## src/rtl/full_adder.sv

```systemverilog
// Synchronous WIDTH-bit full adder: {cout, sout} = ain + bin + cin.
// A ripple chain of 1-bit full-adder cells feeds an optional output register
// stage; out_valid is always registered from in_valid.
//
// Ports:
//   sys_clk    in   rising-edge clock
//   sys_rst_n  in   synchronous active-low reset
//   in_valid   in   operands valid this cycle
//   ain, bin   in   WIDTH-bit unsigned operands
//   cin        in   carry-in
//   sout       out  WIDTH-bit sum
//   cout       out  carry-out of the MSB cell
//   out_valid  out  sout/cout hold a new result
module full_adder #(
   parameter int unsigned WIDTH   = 1,
   parameter bit          REG_OUT = 1'b1
) (
   input  logic             sys_clk,
   input  logic             sys_rst_n,
   input  logic             in_valid,
   input  logic [WIDTH-1:0] ain,
   input  logic [WIDTH-1:0] bin,
   input  logic             cin,
   output logic [WIDTH-1:0] sout,
   output logic             cout,
   output logic             out_valid
);

   logic [WIDTH:0]   carry;
   logic [WIDTH-1:0] sum;
   logic             valid_q;
   logic             valid_d;

   // Ripple chain of 1-bit cells.
   always_comb begin
      carry    = '0;
      sum      = '0;
      carry[0] = cin;
      for (int i = 0; i < int'(WIDTH); i++) begin
         sum[i]     = ain[i] ^ bin[i] ^ carry[i];
         carry[i+1] = (ain[i] & bin[i]) | (carry[i] & (ain[i] ^ bin[i]));
      end
   end

   assign valid_d = in_valid;

   always_ff @(posedge sys_clk) begin
      if (!sys_rst_n) begin
         valid_q <= 1'b0;
      end else begin
         valid_q <= valid_d;
      end
   end

   assign out_valid = valid_q;

   if (REG_OUT) begin : g_reg_out
      logic [WIDTH-1:0] sout_q;
      logic [WIDTH-1:0] sout_d;
      logic             cout_q;
      logic             cout_d;

      // Load only on in_valid so X on idle inputs never reaches the held result.
      always_comb begin
         sout_d = sout_q;
         cout_d = cout_q;
         if (in_valid) begin
            sout_d = sum;
            cout_d = carry[WIDTH];
         end
      end

      always_ff @(posedge sys_clk) begin
         if (!sys_rst_n) begin
            sout_q <= '0;
            cout_q <= 1'b0;
         end else begin
            sout_q <= sout_d;
            cout_q <= cout_d;
         end
      end

      assign sout = sout_q;
      assign cout = cout_q;
   end else begin : g_comb_out
      assign sout = sum;
      assign cout = carry[WIDTH];
   end

endmodule

```

## config.mk

```make
export PLATFORM = sky130hd
export DESIGN_NAME = full_adder
export DESIGN_NICKNAME = d
export VERILOG_FILES = /design/src/rtl/full_adder.sv
export SDC_FILE = /design/constraint.sdc
export NUM_CORES = 1
export LEC_CHECK = 0
export CORE_AREA = 2 2 39 41
export CTS_BUF_LIST = sky130_fd_sc_hd__clkbuf_16
export DETAILED_ROUTE_END_ITERATION = 8
export DIE_AREA = 0 0 41 43
export GPL_TIMING_DRIVEN = 1
export SETUP_SLACK_MARGIN = 0.2
export SYNTH_ARGS = -nofsm -noshare
export SYNTH_HDL_FRONTEND = slang
export SYNTH_SLANG_ARGS = --single-unit
```

## constraint.sdc

```tcl
create_clock -name sys_clk -period 1.3 [get_ports sys_clk]
set_input_delay 0.26 -clock sys_clk [delete_from_list [all_inputs] [get_ports sys_clk]]
set_output_delay 0.26 -clock sys_clk [all_outputs]
set_load 0.01 [all_outputs]
```

# Word level (Yosys, flattened, before mapping)
# Index checks and enable logic that the tools add are counted.
word_totals:
  inputBits: 6
  output_inout_bits: 3
  romBits: 0
  wordCells: 8
  reg_bits: 3
  latchBits: 0
  ramBits: 0
  memories: 0
op_classes:
  addsub: 0
  mul: 0
  div: 0
  magnitude_cmp: 0
  shift: 0
  bitwise_logic: 5
  n_reduce_logical: 0
  muxes: 0
  eq_ne: 0
ops:
  columns: ["op", "n"]
  rows:
  - ["1-bit bitwise AND", 2]
  - ["1-bit bitwise XOR", 2]
  - ["1-bit bitwise OR", 1]

# Longest topological paths before layout
# Gate-level depths: netlist of run 1.
depth:
  word_depth: 3
  depth_mapped: 3
  ltp_nobuf: 3

# Worst setup path after synthesis of run 1
# OpenSTA, ideal clock, no wires.
synth_path:
  path_type: "input to register"
  from: "input port ain"
  to: "register g_reg_out.sout_q (netlist: sout)"
  path_buffers: 0
  setup_ps: 116
  arrival_ps: 887
  stages: 3
  setup_slack_ps: 297
  required_ps: 1184
  cell_sequence: "fa_1 -> mux2i_1 -> nor2b_1"
synth_between:
  elab_chain_cells: 2
synth_lines:
  columns: ["item", "line", "text"]
  rows:
  - ["start, declared", "21", "input logic [WIDTH-1:0] ain,"]
  - ["1-bit bitwise XOR (2 in series)", "40", "sum[i] = ain[i] ^ bin[i] ^ carry[i];"]
  - ["end signal, assigned", "78", "sout_q <= sout_d;"]
  - ["end, declared", "58", "logic [WIDTH-1:0] sout_q;"]
# Every way passes these cells.
# A chain may end at the register's enable or synchronous reset.

# Worst setup path in the final report of run 1
layout_path:
  from: "register g_reg_out.cout_q (netlist: cout)"
  to: "output port cout"
layout_rtl:
  columns: ["item", "line", "text"]
  rows:
  - ["start, declared", "60", "logic cout_q;"]
  - ["start signal, assigned", "79", "cout_q <= cout_d;"]
  - ["end, declared", "25", "output logic cout,"]
# No word-level cell between the ends.

==> out/qor.yml, run 1 <==
switching_share: 0.1599
grtUsageMet2: 0.05000
grt_max_degree: 4
first_pass_iters: 2
remaining_drc_errors: 0
final_core_util: 0.2143
cts_inserted_buffers: 3
rsz0062_at_grt: "false"
internal-power_mw: 0.5233
tightest_slew_ps: 131.3
seqCellArea_um2: 60.06
layout.nets: 29
synthesis.nets: 16
core_um2: 1384
start_util: 0.08680
cap_viol_max_count: 0
worst-path-buf-inv: 1
p_per_area_nw_per_um2: 2101
instances_no_fill: 37
synthCells: 9
grt_pass1_vias: 132
power_mw: 0.6229
port_buffers: 8
start_kind: "flop"
outcome: "completed"
crit_start: "cout$_SDFFE_PN0P_"
post-route-period-util: 0.8156
hold_path_class: "flop to flop"
fin_hold_ws_ps: 519.4
top_usage_layer: "met3"
fin_worst_skew_ps: 0
cts_tree: "yes"
synth_warnings: 0
synthDistinctLibCells: 5
use_met1: 0.05788
static-leakage-power_nw: 0.1312
viasPerCell: 3.189
vias: 118
endpoint_kind: "primary output"
cp_max_fo: 2
cts.clk_slew.worst_paths_ps: 30
post_drt_wl_per_cell_um: 8.162
io_pins: 9
fp-row-count: 14
overflow: 0
grtUsageTotal: 0.05823
ys_ff_latch: 3
htreeDepth: 1
drt_iter0_drc: 2
worst_ep_arrival_time_ps: 800
p_sw_mw: 0.09962
antennaDiodeCount: 0
cts.sinks: 3
use_met3: 0.07853
path_cells: "clkdlybuf4s15_1"
relSlewSlack: 0.9099
cpPeakStageDelay_ps: 330
die_height_um: 43
die_area_um2: 1763
worstHoldStart: "sout$_SDFFE_PN0P_"
antenna_found_initial: 0
seqPwrFrac: 0.165
cts_root_buffer: "clkbuf_16"
syn-cell-area_um2: 120.1
final_antenna_net_count: 0
nFillCells: 152
timing.critical_path.required_ps: 1040
post_cts_buffers: 0
r2r_start: "cout$_SDFFE_PN0P_"
fp.dieW_um: 41
setup_viol: 0
final_cell_mix: "4 x clkdlybuf4s15_1, 3 x clkbuf_16, 3 x dfxtp_1"
gp_congestion: 0.5787
hold_viol_final: 0
postSynthAreaPerCell_um2: 13.35
fin_crit_ps: 1060
final_common_cell: "clkdlybuf4s15_1"
grt_pass1_wl_um: 545
drv_slew: 0
max_freq_ghz: 0.9432
ir_drop_mv: 0.4688
critPathKind: "flop to primary output"
clockBufferDepth: 2
drive_gt1_frac: 0.1905
clockPowerShare: 0.764
clkLatencyLatePin_ps: 220
ys_seq_area_frac: 0.5000
wl_um: 302
area_growth_pct: 146.9
p_comb_frac: 0.071
postCtsHoldBufs: 0
multi_input_area_um2: 60.06
slowest_stage: "dfxtp_1"
crit_family: "flip-flops"
dp.cells: 33
registers in the layout, indices dropped and copies added, names as in the netlist:
register	flops
cout	1
out_valid	1
sout	1
cells in the mapped netlist:
cell type  instances  area share
mux2i_1            2        0.17
dfxtp_1            3        0.50
and2_2             1       0.063
nor2b_1            2        0.10
fa_1               1        0.17
path summary, 6_finish.rpt:
check,end,slack [ps],depth (start not counted)
worst min-delay path,sout$_SDFFE_PN0P_,520,2
worst min register to register,sout$_SDFFE_PN0P_,520,2
worst max-delay path,cout,240,1
worst max register to register,cout$_SDFFE_PN0P_,690,2
layer usage:
metal  share of wire  routed length, um  vias to the layer above
met4           0.036                 11                        0
met2            0.32                 96                       11
met3            0.21                 64                        2
li1                -                  -                       52
met5               0                  0                        -
met1            0.43                129                       53
kinds of logic after synthesis:
group                    synth area share
flip-flops                         0.5000
adder cells (fa/ha/maj)            0.1667
multiplexers                       0.1667
AND/OR/NAND/NOR                    0.1667
final cells by class:
class,count,area share
Clock inverter,1,0.01266
Multi-Input combinational cell,6,0.2025
Sequential cell,3,0.2025
Clock buffer,3,0.2532
Timing Repair Buffer,8,0.2616
Tap cell,16,0.06751
metrics by stage:
stage / setup TNS, ps / area, um^2 / worst slack [ps]
after floorplan: 0 / 120.1 / 296.6
final: 0 / 296.5 / 239.8
after global placement: -300.7 / 220.2 / -176.8
after CTS: 0 / 291.5 / 208.6
after detailed placement: -341.8 / 220.2 / -199.8
after global routing: 0 / 296.5 / 213.0
power by group through the flow:
stage	clock network (mW)	logic (mW)	registers (mW)
2_1_floorplan	0	0.0125	0.107
3_3_place_gp	0	0.0487	0.104
3_5_place_dp	0	0.0504	0.104
4_1_cts	0.485	0.0432	0.103
5_1_grt	0.503	0.0499	0.103
6_report	0.476	0.0442	0.103
timing repair:
item	in CTS	in global routing
endpoints found under the setup margin	5	3
pin swaps	1	1
resized for setup	6	4
Power figures use the tool's default switching activity.
==> run 2: changes to the inputs <==
Clock period 1.3 ns to 1.05 ns, I/O delays scaled along.
==> run 2 against run 1 <==
Register-to-register slack worse by 370 ps. Worst hold slack worse by 130 ps. Count of clock-buffer cells in the layout unchanged. Sequential share of layout area down 0.092 points. First-iteration DRC count down 50%. Power up 27%. Routed wire length unchanged. Clock power up 25%. Sequential cell count unchanged. Critical path type unchanged.
==> out/qor.yml, run 2 (same netlist as run 1, synthesis figures left out) <==
outcome: "completed"
nFillCells: 160  # +5.3%
placed_cell_area_um2: 235.2  # +6.8%
start_util: 0.08680  # unchanged
worstHoldStart: "cin"
critPathKind: "flop to primary output"
clkLatencyLatePin_ps: 220  # about the same
grtUsageTotal: 0.05924  # +0.001004
postCtsHoldBufs: 0  # unchanged
design_area_um2: 310.3  # +4.6%
gp_congestion: 0.6275  # +8.4%
wl_um: 302  # unchanged
die_area_um2: 1763  # unchanged
cts.clk_slew.worst_paths_ps: 30  # about the same
fin_worst_skew_ps: 0  # unchanged
post_cts_buffers: 0  # unchanged
hold_path_class: "input port to flop"
io_pins: 9  # unchanged
first_pass_iters: 2  # unchanged
crit_family: "flip-flops"
post-route-period-util: 0.8179
drv_slew: 0  # unchanged
antenna_found_initial: 0  # unchanged
ir_drop_mv: 0.5444  # +16%
clockBufferDepth: 2  # unchanged
viasPerCell: 3.128  # -1.9%
slowest_stage: "dfxtp_2"
final_common_cell: "buf_6"
final_cell_mix: "4 x buf_6, 3 x clkbuf_16"
fin_crit_ps: 858.8
crit_start: "cout$_SDFFE_PN0P_"
top_usage_layer: "met4"
cts.sinks: 3  # unchanged
switching_share: 0.1635  # +0.003566
min_path_cells: 4  # +2
htreeDepth: 1  # unchanged
worst-path-buf-inv: 1  # unchanged
fp.dieW_um: 41  # unchanged
drt_iter0_drc: 1  # -1
clockPowerShare: 0.754  # -0.010
hold_viol_final: 0  # unchanged
cts_root_buffer: "clkbuf_16"
rsz0062_at_grt: "true"
fp-row-count: 14  # unchanged
r2r_slack_ps: 320  # -370 ps
final_antenna_net_count: 0  # unchanged
static-leakage-power_nw: 0.1465  # +12%
cpPeakStageDelay_ps: 310  # -20 ps
layout.nets: 31  # +6.9%
remaining_drc_errors: 0  # unchanged
antennaDiodeCount: 0  # unchanged
grtUsageMet2: 0.04375  # -0.006250
r2r_start: "cout$_SDFFE_PN0P_"
die_height_um: 43  # unchanged
use_met3: 0.06283  # -0.01571
seqPwrFrac: 0.164  # about the same
p_comb_frac: 0.082  # +0.011
internal-power_mw: 0.6596  # +26%
core_um2: 1384  # unchanged
post_drt_wl_per_cell_um: 7.744  # -5.1%
timing.critical_path.required_ps: 840  # -200 ps
p_per_area_nw_per_um2: 2541  # +21%
grt_pass1_vias: 121  # -8.3%
min_to: "sout$_SDFFE_PN0P_"
tightest_slew_ps: 124.7  # -6.594 ps
worst_slack_ps: 191.2  # -48.62 ps
area_growth_pct: 158.3
vias: 122  # +3.4%
max_freq_ghz: 1.164
relSlewSlack: 0.9145  # +0.004521
grt_max_degree: 4  # unchanged
start_kind: "flop"
endpoint_kind: "primary output"
worst_ep_arrival_time_ps: 650  # -150 ps
cts_tree: "yes"
cp_max_fo: 2  # unchanged
setup_viol: 0  # unchanged
use_met1: 0.05788  # unchanged
port_buffers: 8  # unchanged
fin_tns_setup_ps: 0  # unchanged
cap_viol_max_count: 0  # unchanged
overflow: 0  # unchanged
grt_pass1_wl_um: 531  # -2.6%
path_cells: "buf_6"
r2r-end: "cout$_SDFFE_PN0P_"
p_sw_mw: 0.1289  # +29%
drive_gt1_frac: 0.6087  # +0.4182
worst-r2r-cell-count: 3  # +1
cts_inserted_buffers: 3  # unchanged
dp_slack_ps: -385.1  # -185.2 ps
-- run 2: changes by cell type in the layout (fill, tap and decap cells not counted) --
cell	delta
dlygate4sd2_1	-1
buf_6	+4
buf_2	+2
buf_4	+2
dfxtp_1	-2
clkdlybuf4s50_1	-1
clkdlybuf4s15_1	-4
dfxtp_2	+2
-- run 2: layer usage --
layer / vias up / share of wire
met5: - / 0
met2: 11 / 0.28
li1: 57 / -
met3: 4 / 0.16
met4: 0 / 0.070
met1: 50 / 0.49
-- run 2: worst max path at each step --
stage	end	slack, ps	cells past startpoint
final	cout	190	1
after global routing	sout$_SDFFE_PN0P_	160	4
after CTS	sout	170	1
after detailed placement	sout$_SDFFE_PN0P_	-390	4
after global placement	sout$_SDFFE_PN0P_	-360	4
after floorplan	sout$_SDFFE_PN0P_	100	3
-- run 2: metrics by stage --
step	hold slack, ps	util	instances	power, mW
2_1_floorplan	338.2	-	9	0.1476
3_3_place_gp	582.1	0.1700	35	0.1966
3_5_place_dp	593.6	0.1700	35	0.1980
4_1_cts	412.2	0.2152	39	0.8026
5_1_grt	444.1	0.2242	39	0.8321
6_report	393.0	0.2242	39	0.7886
-- run 2: what timing repair did --
| action | CTS | global route |
|---|---|---|
| pin swaps | 1 | 1 |
| endpoints found under the setup margin | 5 | 5 |
| resized for setup | 28 | 2 |
-- run 2: cell type report --
type,instances,area (um^2),share of cell area
multi-input combinational,6,60.06,0.1935
clock inverter,1,3.754,0.01210
clock buffer,3,75.07,0.2419
tap,16,20.02,0.06452
timing repair buffer,10,88.84,0.2863
sequential,3,62.56,0.2016
-- run 2: power groups by stage --
stage	Sequential (mW)	Combinational, mW	Clock (mW)
4_1_cts	0.129	0.0600	0.614
6_report	0.129	0.0649	0.594
3_3_place_gp	0.128	0.0682	0
2_1_floorplan	0.132	0.0155	0
3_5_place_dp	0.129	0.0694	0
5_1_grt	0.130	0.0723	0.629
